[config.mk]
export PLATFORM = sky130hd
export DESIGN_NAME = toggle_pulse_gen
export DESIGN_NICKNAME = d
export VERILOG_FILES = /design/src/rtl/toggle_pulse_gen.sv
export SDC_FILE = /design/constraint.sdc
export NUM_CORES = 1
export LEC_CHECK = 0
export BUFFER_PORTS_ARGS = -buffer_cell sky130_fd_sc_hd__buf_2
export CORE_AREA = 8 8 45 47
export DETAILED_ROUTE_END_ITERATION = 12
export DIE_AREA = 0 0 53 55
export PLACE_DENSITY_LB_ADDON = 0.08
export SLEW_MARGIN = 20
export SYNTH_ARGS = -nofsm -noshare
export SYNTH_HDL_FRONTEND = slang
export SYNTH_SLANG_ARGS = --single-unit
[constraint.sdc]
create_clock -name clk -period 1.45 [get_ports clk]
set_input_delay 0.29 -clock clk [delete_from_list [all_inputs] [get_ports clk]]
set_output_delay 0.29 -clock clk [all_outputs]
set_load 0.05 [all_outputs]
[src/rtl/toggle_pulse_gen.sv]
// Push-button front end: synchronises, debounces and converts each accepted
// press into a single-cycle toggle pulse for a downstream T flip-flop.
module toggle_pulse_gen #(
  parameter int unsigned DEBOUNCE_CYCLES = 4,
  parameter int unsigned CNT_W           = 8
) (
  input  logic clk,
  input  logic rst,
  input  logic btn_in,
  output logic t_out,
  output logic btn_level,
  output logic busy
);

  localparam logic [CNT_W-1:0] CNT_LAST = CNT_W'(DEBOUNCE_CYCLES - 1);

  typedef enum logic [1:0] {
    IDLE      = 2'd0,
    ARMING    = 2'd1,
    HELD      = 2'd2,
    RELEASING = 2'd3
  } state_e;

  state_e           state_q, state_d;
  logic [CNT_W-1:0] cnt_q, cnt_d;
  logic             s1_q, s2_q;
  logic             t_out_q, t_out_d;
  logic             level_q, level_d;

  // Two-flop synchroniser for the asynchronous button input
  always_ff @(posedge clk or negedge rst) begin
    if (!rst) begin
      s1_q <= 1'b0;
      s2_q <= 1'b0;
    end else begin
      s1_q <= btn_in;
      s2_q <= s1_q;
    end
  end

  always_ff @(posedge clk or negedge rst) begin
    if (!rst) begin
      state_q <= IDLE;
      cnt_q   <= '0;
      t_out_q <= 1'b0;
      level_q <= 1'b0;
    end else begin
      state_q <= state_d;
      cnt_q   <= cnt_d;
      t_out_q <= t_out_d;
      level_q <= level_d;
    end
  end

  // Counter is cleared on every state change and saturates at CNT_LAST
  always_comb begin
    state_d = state_q;
    cnt_d   = cnt_q;
    t_out_d = 1'b0;
    unique case (state_q)
      IDLE: begin
        if (s2_q) begin
          state_d = ARMING;
          cnt_d   = '0;
        end
      end
      ARMING: begin
        if (!s2_q) begin
          state_d = IDLE;
          cnt_d   = '0;
        end else if (cnt_q == CNT_LAST) begin
          state_d = HELD;
          cnt_d   = '0;
          t_out_d = 1'b1;
        end else begin
          cnt_d = cnt_q + CNT_W'(1);
        end
      end
      HELD: begin
        if (!s2_q) begin
          state_d = RELEASING;
          cnt_d   = '0;
        end
      end
      RELEASING: begin
        if (s2_q) begin
          state_d = HELD;
          cnt_d   = '0;
        end else if (cnt_q == CNT_LAST) begin
          state_d = IDLE;
          cnt_d   = '0;
        end else begin
          cnt_d = cnt_q + CNT_W'(1);
        end
      end
      default: begin
        state_d = IDLE;
        cnt_d   = '0;
      end
    endcase
    level_d = (state_d == HELD) || (state_d == RELEASING);
  end

  assign t_out     = t_out_q;
  assign btn_level = level_q;
  assign busy      = (state_q == ARMING) || (state_q == RELEASING);

endmodule

==> impl_metrics.tcl <==
set metrics [dict create \
    synth_top_area_frac 0.5242 \
    yosysMostFrequentCell "dfrtp_1" \
    ios 6 \
    grt_start_max_net_pins 14 \
    skew_ns 0.001543 \
    clk_latency_ns 0.28 \
    ys_ff_latch 13 \
    tightest_slew_ns 0.2933 \
    worstSetupPathType "flop to flop" \
    worstPathCellList "ha_2 > nor4b_4 > a211oi_2 > buf_6 > a21o_1 > a22o_1" \
    grt_pass1_wl_um 2063 \
    ys.flop_type "dfrtp_1" \
    post_drt_wl_per_cell_um 13.08 \
    die_w_um 53 \
    vias 492 \
    finalSetupViolCount 2 \
    cp.arrival_ns 1.63 \
    period_share 1.005 \
    cts_htree_levels 1 \
    crit_path_top_delay_cell "dfrtp_1" \
    syn_nets 59 \
    synth_edf_count 0 \
    dieHeight_um 55 \
    clk_pin_slew_worst_paths_ns 0.08 \
    synth_largest_area_cell "dfrtp_1" \
    routabilityCongestion 0.7452 \
    synthTopCellsByArea "dfrtp_1 (52%), a22o_1 (5.6%), a31oi_1 (5.0%), nor4b_4 (3.8%), nand3_1 (3.2%)" \
    start_kind "flop" \
    core-area_sq_um 1384 \
    clockRootBuffer "clkbuf_4" \
    clockBufferDepth 2 \
    start_util 0.4485 \
    p_per_area_nw_per_um2 1533 \
    syn_to_final_growth_pct 30.44 \
    ant_nets 0 \
    crit_fanout 13 \
    syn_area_sq_um 620.6 \
    syn-instance-count 55 \
    antennaDiodeCount 0 \
    hold_viol 0 \
    status "finished, violations left" \
    portBuffers 5 \
    pre_cts_slack_ns -0.02667 \
    fin_util 0.5850 \
    grtUsageTotal 0.09553 \
    seq_area_frac_synth 0.5242 \
    fill_cells 124 \
    dieArea_sq_um 2915 \
    firstDrtPassIters 3 \
    hp-class "input pin to flop" \
    drt-initial-drc-count 4 \
    viasPerCell 5.348 \
    drv_slew 0 \
    worstHoldStart "btn_in" \
    ir_worst_vdd_mv 0.8193 \
    fmax_mhz 686.5 \
    clock_sink_count 13 \
    fin_nets 81 \
    multi_input_area_sq_um 295.3 \
    whs_ns 0.1118 \
    period_needed_ns 1.457 \
    cts_tree "yes" \
    postLayoutSetupSlackWorst_ns -0.006770 \
    dp_hpwl_um 865.6 \
    worstReg2RegStart "cnt_q[0]" \
    grt_pass1_vias 462 \
    cpPeakStageDelay_ns 0.36 \
    ys_warn_count 0 \
    yosysUniqueCellTypes 24 \
    drive_above_1_share 0.3947 \
    rows 14 \
    cp-startpoint "cnt_q[0]" \
    synth_common_cells "dfrtp_1 (13), a31oi_1 (5), nand2_1 (5), a22o_1 (4), nand3_1 (4)" \
    setup_tns_ns -0.01253 \
    required_ns 1.62 \
    seq_area_sq_um 326.6 \
    cts_buffers 3 \
    maxCapViolCount 0 \
    syn-mean-instance-area_sq_um 11.28 \
    violations "negative setup slack" \
    antenna_found_initial 0 \
    routed_wl_um 1203 \
    p_leak_uw 0.0003912 \
    async_reset_ff_frac 1.000 \
    grt_overflow 0 \
    setup.worst_path.end_class "flop" \
    slew_headroom 0.8045 \
    drc_errors 0 \
    rsz0062_at_grt "yes" \
]
## cell usage in the layout, fill, tap and decap left out, types with 2 or more instances in the layout
master | netlist | layout
dfrtp_1 | 13 | 12
buf_4 | 0 | 12
a31oi_1 | 5 | 5
nand2_1 | 5 | 5
buf_2 | 0 | 5
a22o_1 | 4 | 4
nor2_1 | 3 | 3
nand3_1 | 4 | 3
clkbuf_4 | 0 | 3
xnor2_1 | 2 | 2
a21oi_1 | 2 | 2
a21o_1 | 2 | 2
## kinds of logic (layout without fill, tap and decap cells)
group,Yosys count,count (layout),share of synthesized area
adder cells (fa/ha/maj),1,1,0.02016
AND/OR/NAND/NOR,19,19,0.1855
XOR/XNOR,2,2,0.02823
multiplexers,2,2,0.03629
buffers and inverters,3,24,0.03023
flip-flops,13,13,0.5242
AO/OA/AOI/OAI,15,15,0.1754
## routing by layer
metal / up-vias / share of wire / GRT usage
li1: 243 / - / -
met2: 9 / 0.43 / 0.1445
met5: - / 0 / 0
met1: 237 / 0.49 / 0.1158
met4: 0 / 0.017 / 0.05172
met3: 3 / 0.065 / 0.03476
## what timing repair did
item | in CTS | in global routing
hold buffers | 1 | 0
setup endpoints to repair | 2 | 9
pin swaps | 0 | 2
hold endpoints to repair | 13 | 0
setup buffers | 0 | 1
gates cloned | 0 | 0
gates resized for setup | 0 | 4
## final timing paths
path,endpoint,slack [ns],depth (start not counted)
worst max register to register,cnt_q[3],-0.007,6
worst max-delay path,cnt_q[3],-0.007,6
max in group asynchronous,btn_level,0.79,2
worst min-delay path,s1_q,0.11,1
worst min register to register,s2_q,0.35,0
min in group asynchronous,state_q[0],0.41,2
## critical path: cells and delay by family (launching register included)
family,cells,cell delay [ns]
and+or+nand+nor,1,0.22
buffers and inverters,1,0.16
AOI/OAI and AO/OA,3,0.43
DFF,1,0.36
adders and majority gates,1,0.18
## flip-flops by register name, indices dropped and copies added, names as in the netlist
register and flops:
cnt_q 8, btn_level 1, s1_q 1, s2_q 1
state_q 1, t_out 1
## power breakdown
part           switching, uW  total (uW)  leakage (uW)  internal, uW
clock network            125         228     0.0000177           102
registers               52.7         475      0.000171           422
logic                    299         539      0.000203           240
## layout make-up
| cell class | instances | share of cell area |
|---|---|---|
| Clock inverter | 1 | 0.006182 |
| Sequential cell | 13 | 0.4034 |
| Inverter | 1 | 0.004637 |
| Clock buffer | 3 | 0.02782 |
| Multi-Input combinational cell | 39 | 0.3648 |
| Tap cell | 16 | 0.02473 |
| Timing Repair Buffer | 19 | 0.1685 |
## metrics by stage
| step | std cells | total power (uW) | instance area [sq um] |
|---|---|---|---|
| after floorplan | 55 | 834.1 | 624.3 |
| after global placement | 86 | 983.9 | 744.5 |
| after detailed placement | 86 | 985.0 | 744.5 |
| after CTS | 91 | 1212 | 782.0 |
| after global routing | 92 | 1330 | 809.5 |
| final | 92 | 1241 | 809.5 |
Note: power is estimated with default switching activity, not from simulation.
